### src/rtl/card_shoe_if.sv
// Card shoe bus: draw/shuffle requests from the master, card and deck status from the shoe.
// cardValid is a one-cycle pulse with no ready; a consumer must take cardOut in that cycle or read the held value later.
interface card_shoe_if;
  logic       getCard;
  logic       shuffle;
  logic [5:0] cardOut;
  logic       cardValid;
  logic       busy;
  logic       deckEmpty;
  logic [5:0] cardsLeft;
  logic [1:0] state_dbg;

  modport master (
    output getCard, shuffle,
    input  cardOut, cardValid, busy, deckEmpty, cardsLeft, state_dbg
  );

  modport slave (
    input  getCard, shuffle,
    output cardOut, cardValid, busy, deckEmpty, cardsLeft, state_dbg
  );
endinterface

### src/rtl/card_shoe.sv
// 52-card shoe: edge-triggered draws from a register deck, Fisher-Yates reshuffle
// driven by a free-running 16-bit LFSR.
module card_shoe (
  input  logic        clk,
  input  logic        reset,
  card_shoe_if.slave  bus
);

  typedef enum logic [1:0] {
    READY   = 2'd0,
    SHUFFLE = 2'd1,
    EMPTY   = 2'd2
  } state_t;

  state_t      state, state_next;
  logic [5:0]  deck [52];
  logic [5:0]  ptr;
  logic [5:0]  idx;
  logic [15:0] lfsr;
  logic        lfsr_fb;
  logic        getCard_q;
  logic [5:0]  card_out;
  logic        card_valid;
  logic        deck_empty;
  logic [5:0]  cand;
  logic        draw_edge;
  logic        draw_ev;
  logic        start_shuf;
  logic        do_swap;

  function automatic logic [5:0] init_code(input int k);
    logic [1:0] s;
    logic [3:0] r;
    s = 2'(k / 13);
    r = 4'((k % 13) + 1);
    return {s, r};
  endfunction

  assign lfsr_fb   = lfsr[15] ^ lfsr[13] ^ lfsr[12] ^ lfsr[10];
  assign cand      = lfsr[5:0];
  assign draw_edge = bus.getCard & ~getCard_q;

  always_comb begin
    state_next = state;
    draw_ev    = 1'b0;
    start_shuf = 1'b0;
    do_swap    = 1'b0;
    case (state)
      READY, EMPTY: begin
        // Shuffle takes priority over a coincident draw edge.
        if (bus.shuffle) begin
          start_shuf = 1'b1;
          state_next = SHUFFLE;
        end else if (draw_edge) begin
          draw_ev = 1'b1;
          if (state == READY && ptr == 6'd51) state_next = EMPTY;
        end
      end
      SHUFFLE: begin
        if (cand <= idx) begin
          do_swap = 1'b1;
          if (idx == 6'd1) state_next = READY;
        end
      end
      default: state_next = READY;
    endcase
  end

  always_ff @(posedge clk or posedge reset) begin
    if (reset) begin
      state      <= READY;
      ptr        <= 6'd0;
      idx        <= 6'd51;
      lfsr       <= 16'hACE1;
      getCard_q  <= 1'b0;
      card_out   <= 6'd0;
      card_valid <= 1'b0;
      deck_empty <= 1'b0;
      for (int k = 0; k < 52; k++) deck[k] <= init_code(k);
    end else begin
      state      <= state_next;
      lfsr       <= {lfsr[14:0], lfsr_fb};
      getCard_q  <= bus.getCard;
      card_valid <= draw_ev;
      if (start_shuf) begin
        ptr <= 6'd0;
        idx <= 6'd51;
      end
      if (draw_ev) begin
        if (state == EMPTY) begin
          card_out <= 6'd0;
        end else begin
          card_out <= deck[ptr];
          ptr      <= ptr + 6'd1;
          if (ptr == 6'd51) deck_empty <= 1'b1;
        end
      end
      // When cand == idx both writes carry the same value, so the swap is a no-op.
      if (do_swap) begin
        deck[idx]  <= deck[cand];
        deck[cand] <= deck[idx];
        idx        <= idx - 6'd1;
        if (idx == 6'd1) deck_empty <= 1'b0;
      end
    end
  end

  assign bus.cardOut   = card_out;
  assign bus.cardValid = card_valid;
  assign bus.busy      = (state == SHUFFLE);
  assign bus.deckEmpty = deck_empty;
  assign bus.cardsLeft = 6'd52 - ptr;
  assign bus.state_dbg = state;

endmodule

### src/flat_wrapper.sv
// flat-port wrapper written by rule: the top's interface ports become plain ports
module card_shoe_flat 
  (clk, reset, bus_getCard, bus_shuffle, bus_cardOut, bus_cardValid, bus_busy, bus_deckEmpty, bus_cardsLeft, bus_state_dbg);
  card_shoe_if bus_i ();
  input  logic clk;
  input  logic reset;
  input wire logic [$bits(bus_i.getCard)-1:0] bus_getCard;
  input wire logic [$bits(bus_i.shuffle)-1:0] bus_shuffle;
  output wire logic [$bits(bus_i.cardOut)-1:0] bus_cardOut;
  output wire logic [$bits(bus_i.cardValid)-1:0] bus_cardValid;
  output wire logic [$bits(bus_i.busy)-1:0] bus_busy;
  output wire logic [$bits(bus_i.deckEmpty)-1:0] bus_deckEmpty;
  output wire logic [$bits(bus_i.cardsLeft)-1:0] bus_cardsLeft;
  output wire logic [$bits(bus_i.state_dbg)-1:0] bus_state_dbg;
  assign bus_i.getCard = bus_getCard;
  assign bus_i.shuffle = bus_shuffle;
  assign bus_cardOut = bus_i.cardOut;
  assign bus_cardValid = bus_i.cardValid;
  assign bus_busy = bus_i.busy;
  assign bus_deckEmpty = bus_i.deckEmpty;
  assign bus_cardsLeft = bus_i.cardsLeft;
  assign bus_state_dbg = bus_i.state_dbg;
  card_shoe u_core (.clk(clk), .reset(reset), .bus(bus_i));
endmodule
### config.mk
export PLATFORM = sky130hd
export DESIGN_NAME = card_shoe_flat
export DESIGN_NICKNAME = d
export VERILOG_FILES = /design/src/rtl/card_shoe_if.sv /design/src/rtl/card_shoe.sv /design/src/flat_wrapper.sv
export SDC_FILE = /design/constraint.sdc
export NUM_CORES = 1
export LEC_CHECK = 0
export BUFFER_PORTS_ARGS = -buffer_cell sky130_fd_sc_hd__buf_4
export CORE_ASPECT_RATIO = 1.5
export CORE_MARGIN = 1
export CORE_UTILIZATION = 38
export CTS_CLUSTER_DIAMETER = 100
export DETAILED_ROUTE_END_ITERATION = 6
export PLACE_DENSITY_LB_ADDON = 0.1
export SLEW_MARGIN = 20
export SYNTH_ARGS = -nofsm -noshare
export SYNTH_HDL_FRONTEND = slang
export SYNTH_SLANG_ARGS = --single-unit
### constraint.sdc
create_clock -name clk -period 14.65 [get_ports clk]
set_input_delay 2.93 -clock clk [delete_from_list [all_inputs] [get_ports clk]]
set_output_delay 2.93 -clock clk [all_outputs]
set_load 0.005 [all_outputs]
=== Word level (Yosys, flattened, before mapping) ===
Index checks and enable logic that the tools add are counted.

* Register bits: 351
* Bits in latches: 0
* Memory bits (writable): 0
* Memory bits (read-only): 0
* Input port bits: 4
* Output and inout bits: 17
* Logic and storage cells: 131
* Memories: 0

* $add $sub $neg: 3
* $mul: 0
* Divide/modulo/power cells: 0
* Magnitude comparators: 6
* Equal/unequal tests: 8
* Shift-type cells: 0
* Mux-type cells: 39
* Bitwise operators: 8
* Reductions and logical operators: 7

{| class="wikitable"
|+ Operators with widths
! cell !! number
|-
| $bwmux 312 || 2
|-
| $bmux 6 s6 || 3
|-
| $mux 6 || 14
|-
| $demux 6 s6 || 2
|-
| $ge 7x7->1 const B || 3
|-
| $not 6->7 || 3
|-
| $lt 7x1->1 const B || 2
|-
| $mux 1 || 12
|-
| $mux 2 || 5
|-
| $add 6x1->6 const B || 1
|-
| $eq 6x1->1 const B || 1
|-
| $eq 6x6->1 const B || 1
|-
| $le 6x6->1 || 1
|-
| $ne 3x2->1 const B || 2
|-
| $sub 6x1->6 const B || 1
|-
| $sub 6x6->6 const A || 1
|-
| $ne 2x1->1 const B || 2
|-
| $pmux 2 s2 || 1
|-
| $reduce_and 4->1 || 1
|-
| $logic_and 1x1->1 || 3
|-
| $xor 1x1->1 || 3
|-
| $eq 2x1->1 const B || 1
|-
| $eq 2x2->1 const B || 1
|-
| $logic_not 2->1 || 1
|-
| other kinds (4) || 4
|}

=== Logic depth before layout (Yosys ltp) ===
Gate-level depths: netlist of the first run.

* Depth after elaboration: 8
* Mapped depth: 16
* Gate-level depth less buffers: 9

=== Least setup slack after synthesis of the first run ===
Ideal clock, no wire load.

* Path type: flip-flop to output port
* From: reg u_core.ptr[1]
* To: out bus_cardsLeft[4]
* Data arrival time: 2.125 ns
* Data required time: 11.720 ns
* Path slack: 9.595 ns
* Cell stages (with the launch flop): 10
* Path buffers: 4
* Path through: dfrtp_1 > clkbuf_1 > clkbuf_1 > clkbuf_1 > buf_2 > inv_1 > ha_1 > inv_1 > a21oi_1 > xor2_1

* Longest elaborated chain between the ends: 1

{| class="wikitable"
|+ RTL lines
! element !! RTL line !! text
|-
| from (decl) || card_shoe.sv:17 || <nowiki>logic [5:0] ptr;</nowiki>
|-
| from (signal assigned) || card_shoe.sv:94 || <nowiki>ptr <= ptr + 6'd1;</nowiki>
|-
| $sub 6x6->6 || card_shoe.sv:112 || <nowiki>assign bus.cardsLeft = 6'd52 - ptr;</nowiki>
|-
| to (decl) || flat_wrapper.sv:13 || <nowiki>output wire logic [$bits(bus_i.cardsLeft)-1:0] bus_cardsLeft;</nowiki>
|}

No other way between the ends.

=== Final worst setup path of the first run ===
* From: reg u_core.lfsr[0]
* To: reg u_core.deck[215] in the netlist's numbering

* Longest elaborated chain between the ends: 6
* Elaborated cells on any way between the ends: 14
* Those cells by class: order compare (3); mux (9); bitwise (1); reduce/logical (1)

{| class="wikitable"
|+ RTL lines
! element !! RTL line !! text
|-
| from (decl) || card_shoe.sv:19 || <nowiki>logic [15:0] lfsr;</nowiki>
|-
| from (signal assigned) || card_shoe.sv:82 || <nowiki>lfsr <= {lfsr[14:0], lfsr_fb};</nowiki>
|-
| $not 6->7 (not written as such) || card_shoe.sv:100, card_shoe.sv:101 ||
|-
| $ge 7x7->1 (not written as such) (tied with other cells) || card_shoe.sv:101 || <nowiki>deck[cand] <= deck[idx];</nowiki>
|-
| $logic_and 1x1->1 (not written as such) or $mux 6 (tied branches) || card_shoe.sv:101, card_shoe.sv:100 ||
|-
| $mux 6 (on tied branches) || card_shoe.sv:101, card_shoe.sv:100 ||
|-
| $demux 6 s6 or $bwmux 312 (tied branches) || card_shoe.sv:101, card_shoe.sv:100 ||
|-
| $bwmux 312 || card_shoe.sv:101 ||
|-
| to (signal, indexed assignment) || card_shoe.sv:100 || <nowiki>deck[idx] <= deck[cand];</nowiki>
|-
| to (signal, indexed assignment) || card_shoe.sv:101 ||
|-
| to (decl) || card_shoe.sv:16 || <nowiki>logic [5:0] deck [52];</nowiki>
|}

Parallel ways exist; a longest one is shown, timed or not. The select of a mux whose other input is x is not followed.
A chain may end at the register's enable or synchronous reset.

==> results of run 1 <==
[cells in the mapped netlist (9+ instances only)]
library cell / number / area share
nand2_1: 456 / 0.068
o221ai_1: 219 / 0.076
dfrtp_1: 187 / 0.19
dfstp_2: 164 / 0.17
o21ai_0: 161 / 0.032
nor2_1: 148 / 0.022
o211ai_1: 148 / 0.044
clkbuf_1: 127 / 0.019
mux4_2: 112 / 0.10
buf_2: 92 / 0.018
mux2i_1: 81 / 0.032
mux2_2: 76 / 0.034
a21oi_1: 66 / 0.013
a22oi_1: 63 / 0.019
nand3_1: 58 / 0.011
nand4_1: 36 / 0.0089
a221oi_1: 34 / 0.012
a32oi_1: 33 / 0.011
nand2b_1: 29 / 0.0072
a21boi_0: 28 / 0.0083
a211oi_1: 23 / 0.0068
o22ai_1: 22 / 0.0054
a22o_1: 18 / 0.0062
inv_1: 18 / 0.0027
a222oi_1: 17 / 0.0067
buf_4: 16 / 0.0048
nor2b_1: 14 / 0.0035
buf_1: 12 / 0.0018
nor3_1: 12 / 0.0024
nor3b_1: 12 / 0.0036
a21o_1: 11 / 0.0033
a31oi_1: 11 / 0.0027
a221o_1: 10 / 0.0040
ha_1: 10 / 0.0050
and3_1: 9 / 0.0022
and3b_1: 9 / 0.0031
buf_6: 9 / 0.0040
o21a_1: 9 / 0.0027
[cell families (layout without fill, tap and decap cells)]
family                   count (synthesis)  count (layout)  share of synthesized area
multiplexers                           273             273                      0.168
AND/OR/NAND/NOR                        826             826                      0.148
buffers and inverters                  282             218                     0.0528
XOR/XNOR                                 8               8                    0.00277
AO/OA/AOI/OAI                          913             913                      0.268
flip-flops                             351             351                      0.356
other                                    0               8                          0
adder cells (fa/ha/maj)                 10              10                    0.00495
[through the flow]
step	instance area (um^2)	total power [uW]	hold slack (ns)	setup slack [ns]	instances
2_1_floorplan	25300	2780	0.331	2.26	2663
3_3_place_gp	26200	3900	0.337	9.52	3401
3_5_place_dp	26200	3920	0.337	9.44	3401
4_1_cts	27700	5070	0.354	9.40	3476
5_1_grt	27700	5280	0.356	9.37	3479
6_report	27700	5220	0.349	9.35	3484
[state kept, by name, summed over array words and instances (netlist names)]
signal	cells
u_core.bus.cardValid	1
u_core.bus.deckEmpty	1
u_core.getCard_q	1
u_core.bus.cardOut	6
u_core.idx	6
u_core.lfsr	16
u_core.bus.state_dbg	2
u_core.deck	312
u_core.ptr	6
[worst min-delay path by stage]
stage | end | cells past startpoint
6_report | u_core.lfsr[10] | 0
3_3_place_gp | u_core.lfsr[9] | 0
3_5_place_dp | u_core.lfsr[9] | 0
4_1_cts | u_core.lfsr[10] | 0
2_1_floorplan | u_core.lfsr[9] | 0
5_1_grt | u_core.lfsr[10] | 0
[power breakdown]
group / switching [uW] / total, uW / internal, uW
clock network: 476 / 1160 / 679
logic: 1700 / 2380 / 673
registers: 442 / 1690 / 1250
total: 2620 / 5220 / 2600
[final cells by class]
type,instances,area share
antenna,8,0.000723
clock buffer,58,0.0434
clock inverter,17,0.00900
inverter,23,0.00339
multi-input combinational,2030,0.545
sequential,351,0.326
tap,877,0.0396
timing repair buffer,120,0.0330
[layer usage]
layer	up-vias	share of wire	global-route usage
met5	-	0.00018	0
met4	4	0.10	0.356
met3	764	0.12	0.148
met2	2267	0.43	0.650
met1	13518	0.35	0.517
li1	10288	-	-
==> metrics.md, run 1 <==
| Metric | Value |
|---|---|
| 1st-iter DRT viols | `4123` |
| Number of I/O port buffers | `20` |
| Post-Route WL | `148000 um` |
| Largest net degree at the start of global routing | `135` |
| Most frequent cells in the layout | `456 x nand2_1, 219 x o221ai_1, 180 x dfrtp_1` |
| CTS Hold Buffers Added | `0` |
| Num CTS Buffers | `41` |
| Core Util, Final | `0.422` |
| Most common cell after layout, fill and taps aside | `nand2_1` |
| H-tree levels | `2` |
| Pwr dens | `189 nW/um^2` |
| Die area | `67600 um^2` |
| Setup TNS | `0 ns` |
| Worst reg2reg path depth | `12` |
| First-pass GRT wire length | `208000 um` |
| Synth Flop Type | `dfrtp_1` |
| Chip Height | `318 um` |
| RSZ-0062 raised after global routing | `false` |
| Mapped Nets | `2677` |
| Final setup fails | `0` |
| Cell count after synthesis | `2663` |
| Highest clock rate | `0.189 GHz` |
| Vias in the first global route | `25835` |
| Worst path bufs/invs | `7` |
| Crit path top cell by count | `buf_4` |
| Slowest cell on crit path | `a2111oi_0` |
| Dpl hpwl | `97100 um` |
| Outcome | `completed` |
| Pre-antenna DRT Iters | `6` |
| CP startpoint kind | `register` |
| Setup Buffers After CTS | `0` |
| Asr flop ratio synth | `1.00` |
| Fin crit share | `0.362` |
| Worst relative slew slack | `0.113` |
| Fin crit period | `5.30 ns` |
| CTS tree | `yes` |
| Storage cell area | `9020 um^2` |
| Clk root buf | `clkbuf_16` |
| Clock Latency Late Sink | `0.63 ns` |
| Fraction of layout cells with a size suffix above 1 | `0.229` |
| Post-synthesis cell type count | `82` |
| Multi-input gate area | `15100 um^2` |
| Clock sink count | `351` |
| Worst path cell trace | `buf_4 -> buf_4 -> inv_1 -> buf_4 -> o2bb2ai_1 -> a221oi_1 -> a2111oi_0 -> or4_1 -> buf_4 -> clkinv_1 -> buf_4 -> o221ai_1` |
| Filler cells | `6428` |
| Crit. Startpoint | `u_core.lfsr[0]` |
| Final Hold Vio Count | `0` |
| Mapped cell area | `25300 um^2` |
| Mapped Avg Cell Area | `9.49 um^2` |
| Worst EP required | `15.15 ns` |
| CTS max path bufs | `3` |
| Initial antenna violation count | `8` |
| DIE WIDTH | `213 um` |
| Reg2reg end | `u_core.deck[215]` |
| Total vias in the final route | `26841` |
| End point of the critical path | `u_core.deck[215]` |
| FF-to-FF Start | `u_core.lfsr[0]` |
| Max-cap viol count | `0` |
| Critical Path Fanout Max | `34` |
| Clock Skew | `0.0347 ns` |
| Max-slew violations | `0` |
| WL/cell | `42.6 um` |
| Worst Setup End Kind | `register` |
| Gr usage total | `0.441` |
| Area delta synth->final | `9.55%` |
| Top Ports | `21` |
| WP data arrival | `5.80 ns` |
| Lkg Pwr | `0.00938 uW` |
| NumNets Final | `2581` |
| Sequential area share after synthesis | `0.356` |
| DR vias/cell | `7.70` |
| Initial core utilization | `0.385` |
| Slowest cell delay on critical path | `0.74 ns` |
| DRC Markers | `0` |
| Crit Path Category | `reg2reg` |
| Post-CTS Resized | `0` |
| GPL Wtd Cong | `1.06` |
| R2R setup slack | `9.35 ns` |
| Largest vdd supply drop | `0.110 mV` |
| Worst min path class | `reg2reg` |
| Row Count | `115` |
| Synth Register Bits | `351` |
| Core Footprint | `65600 um^2` |
| Family with the most delay on the worst path | `buffers and inverters` |
| Measured slew at the worst slew-check pin | `1.32 ns` |
| CTS clk-pin slew, worst paths | `0.06 ns` |
| Overflow after GRT | `0` |
| Post-synth EDFFs | `0` |
| Synth warnings | `0` |
| Hold_sp | `u_core.lfsr[9]` |
| Crit. path cell count | `12` |
| Post-route ant nets | `0` |
Power figures use the tool's default switching activity.
==> inputs of run 2 (changes only) <==
==> constraint.sdc (replaced) <==
create_clock -name clk -period 4.5 [get_ports clk]
set_input_delay 0.9 -clock clk [delete_from_list [all_inputs] [get_ports clk]]
set_output_delay 0.9 -clock clk [all_outputs]
set_load 0.005 [all_outputs]
==> metrics.md, run 2 (synthesized netlist as in run 1, its figures left out) <==
| Metric | Value |
|---|---|
| DR vias/cell | `7.62 (-1.1%)` |
| Met1 Usage GRT | `0.530 (+0.0132)` |
| NumNets Final | `2663 (+3.2%)` |
| First-pass GRT wire length | `214000 um (+3.0%)` |
| 1st-iter DRT viols | `3941 (-4.4%)` |
| Overflow after GRT | `0 (unchanged)` |
| Critical Path Fanout Max | `33 (-2.9%)` |
| Largest net degree at the start of global routing | `128 (-5.2%)` |
| GR peak layer | `met2` |
| Worst min path class | `in2async` |
| Outcome | `completed` |
| Pre-antenna DRT Iters | `6 (unchanged)` |
| CP startpoint kind | `register` |
| Post-route ant nets | `0 (unchanged)` |
| Final Hold Vio Count | `0 (unchanged)` |
| Final Instance Area | `28500 um^2 (+3.0%)` |
| Post-CTS Resized | `0 (unchanged)` |
| Initial antenna violation count | `15 (+7)` |
| CTS max path bufs | `3 (unchanged)` |
| Final setup fails | `0 (unchanged)` |
| Dpl ws | `0.434 ns (-9.01 ns)` |
| Filler cells | `6506 (+1.2%)` |
| Setup TNS | `0 ns (unchanged)` |
| CTS clk-pin slew, worst paths | `0.07 ns (about the same)` |
| Worst Setup End Kind | `register` |
| WL/cell | `43.3 um (+1.5%)` |
| Placed standard-cell area | `27100 um^2 (+3.4%)` |
| Core Footprint | `65600 um^2 (unchanged)` |
| Chip Height | `318 um (unchanged)` |
| Clk root buf | `clkbuf_16` |
| Num CTS Buffers | `41 (unchanged)` |
| Core Util, Final | `0.435 (+0.0126)` |
| Gr usage total | `0.457 (+0.0168)` |
| Area delta synth->final | `12.8%` |
| Max-cap viol count | `0 (unchanged)` |
| Row Count | `115 (unchanged)` |
| Measured slew at the worst slew-check pin | `1.24 ns (-0.0800 ns)` |
| Clock sink count | `351 (unchanged)` |
| Clock Skew | `0.0307 ns (-0.00394 ns)` |
| Fraction of layout cells with a size suffix above 1 | `0.250 (+0.0209)` |
| Post-Route WL | `154000 um (+4.0%)` |
| Lkg Pwr | `0.00986 uW (+5.2%)` |
| GPL Wtd Cong | `1.10 (+3.2%)` |
| Multi-input gate area | `15100 um^2 (about the same)` |
| Vias in the first global route | `26185 (+1.4%)` |
| Fin crit share | `0.985 (+0.623)` |
| Worst relative slew slack | `0.174 (+0.0608)` |
| Initial core utilization | `0.385 (unchanged)` |
| RSZ-0062 raised after global routing | `false` |
| Clock Latency Late Sink | `0.62 ns (about the same)` |
| Largest register FFs | `312 (unchanged)` |
| Top flop regs | `u_core.deck: 312 flops, u_core.lfsr: 16 flops` |
| Pwr dens | `608 nW/um^2 (+220%)` |
| GRT met3 Usage | `0.134 (-0.0139)` |
| Storage cell area | `9020 um^2 (about the same)` |
| DIE WIDTH | `213 um (unchanged)` |
| Die area | `67600 um^2 (unchanged)` |
| DRC Markers | `0 (unchanged)` |
| CTS Hold Buffers Added | `0 (unchanged)` |
| Total vias in the final route | `27197 (+1.3%)` |
| WP data arrival | `4.96 ns (-0.84 ns)` |
| Max-slew violations | `0 (unchanged)` |
| CTS tree | `yes` |
| Most common cell after layout, fill and taps aside | `nand2_1` |
| Global routing usage on met2 | `0.688 (+0.0380)` |
| Worst EP required | `5.03 ns (-10.12 ns)` |
| Reg with most FFs | `u_core.deck` |
| Dpl hpwl | `110000 um (+13%)` |
| H-tree levels | `2 (unchanged)` |
| Largest vdd supply drop | `0.379 mV (+240%)` |
| Placed insts | `3483 (+2.4%)` |
| Finished Layout Cells | `3568 (+2.4%)` |
| Top Ports | `21 (unchanged)` |
| Most frequent cells in the layout | `455 x nand2_1, 219 x o221ai_1, 181 x dfrtp_1` |
| Number of I/O port buffers | `20 (unchanged)` |
| Crit Path Category | `reg2reg` |
| Fin crit period | `4.43 ns (-0.866 ns)` |
| Highest clock rate | `0.226 GHz (+20%)` |
| Setup Buffers After CTS | `0 (unchanged)` |
| Setup ws final | `0.0667 ns (-9.28 ns)` |
[run 2: per-stage QoR]
step,total power (uW),hold WS (ns)
6_report,17300,0.327
5_1_grt,17500,0.353
4_1_cts,16900,0.323
3_5_place_dp,13300,0.336
3_3_place_gp,13300,0.332
2_1_floorplan,9040,0.331
[run 2: worst max-delay path: stages (launching register included)]
cell and delay [ns]:
dfrtp_4 0.77, nor3b_2 1.04, buf_4 0.49, a221oi_1 0.16
a31oi_1 0.57, a2111oi_0 0.20, nand4b_1 0.17, buf_4 0.50
nand2_1 0.20, o211ai_1 0.13
[run 2: worst paths after layout]
kind	startpoint	cells after the start	endpoint	slack, ns
max	u_core.idx[2]	9	u_core.deck[223]	0.07
min	reset	2	u_core.ptr[5]	0.33
max reg2reg	u_core.idx[2]	9	u_core.deck[223]	0.07
min reg2reg	u_core.lfsr[8]	0	u_core.lfsr[9]	0.34
max in group asynchronous	reset	3	u_core.deck[285]	2.96
min in group clk	u_core.lfsr[8]	0	u_core.lfsr[9]	0.34
[run 2: area by class of cell]
cell class	count	area share
Antenna cell	9	0.000790
Clock buffer	64	0.0433
Clock inverter	12	0.00522
Inverter	23	0.00316
Multi-Input combinational cell	2030	0.529
Sequential cell	351	0.316
Tap cell	877	0.0385
Timing Repair Buffer	202	0.0637
[run 2: power breakdown]
part	switching, uW	internal [uW]	total, uW	leakage [uW]
clock network	1540	2070	3600	0.000679
registers	1420	4060	5490	0.00427
logic	5640	2590	8230	0.00491
total	8600	8720	17300	0.00986
[run 2: metal layers]
metal / share of wire / wire [um]
met3: 0.11 / 16200
met4: 0.10 / 15800
met5: 0.00061 / 94
met2: 0.45 / 68800
met1: 0.35 / 53400
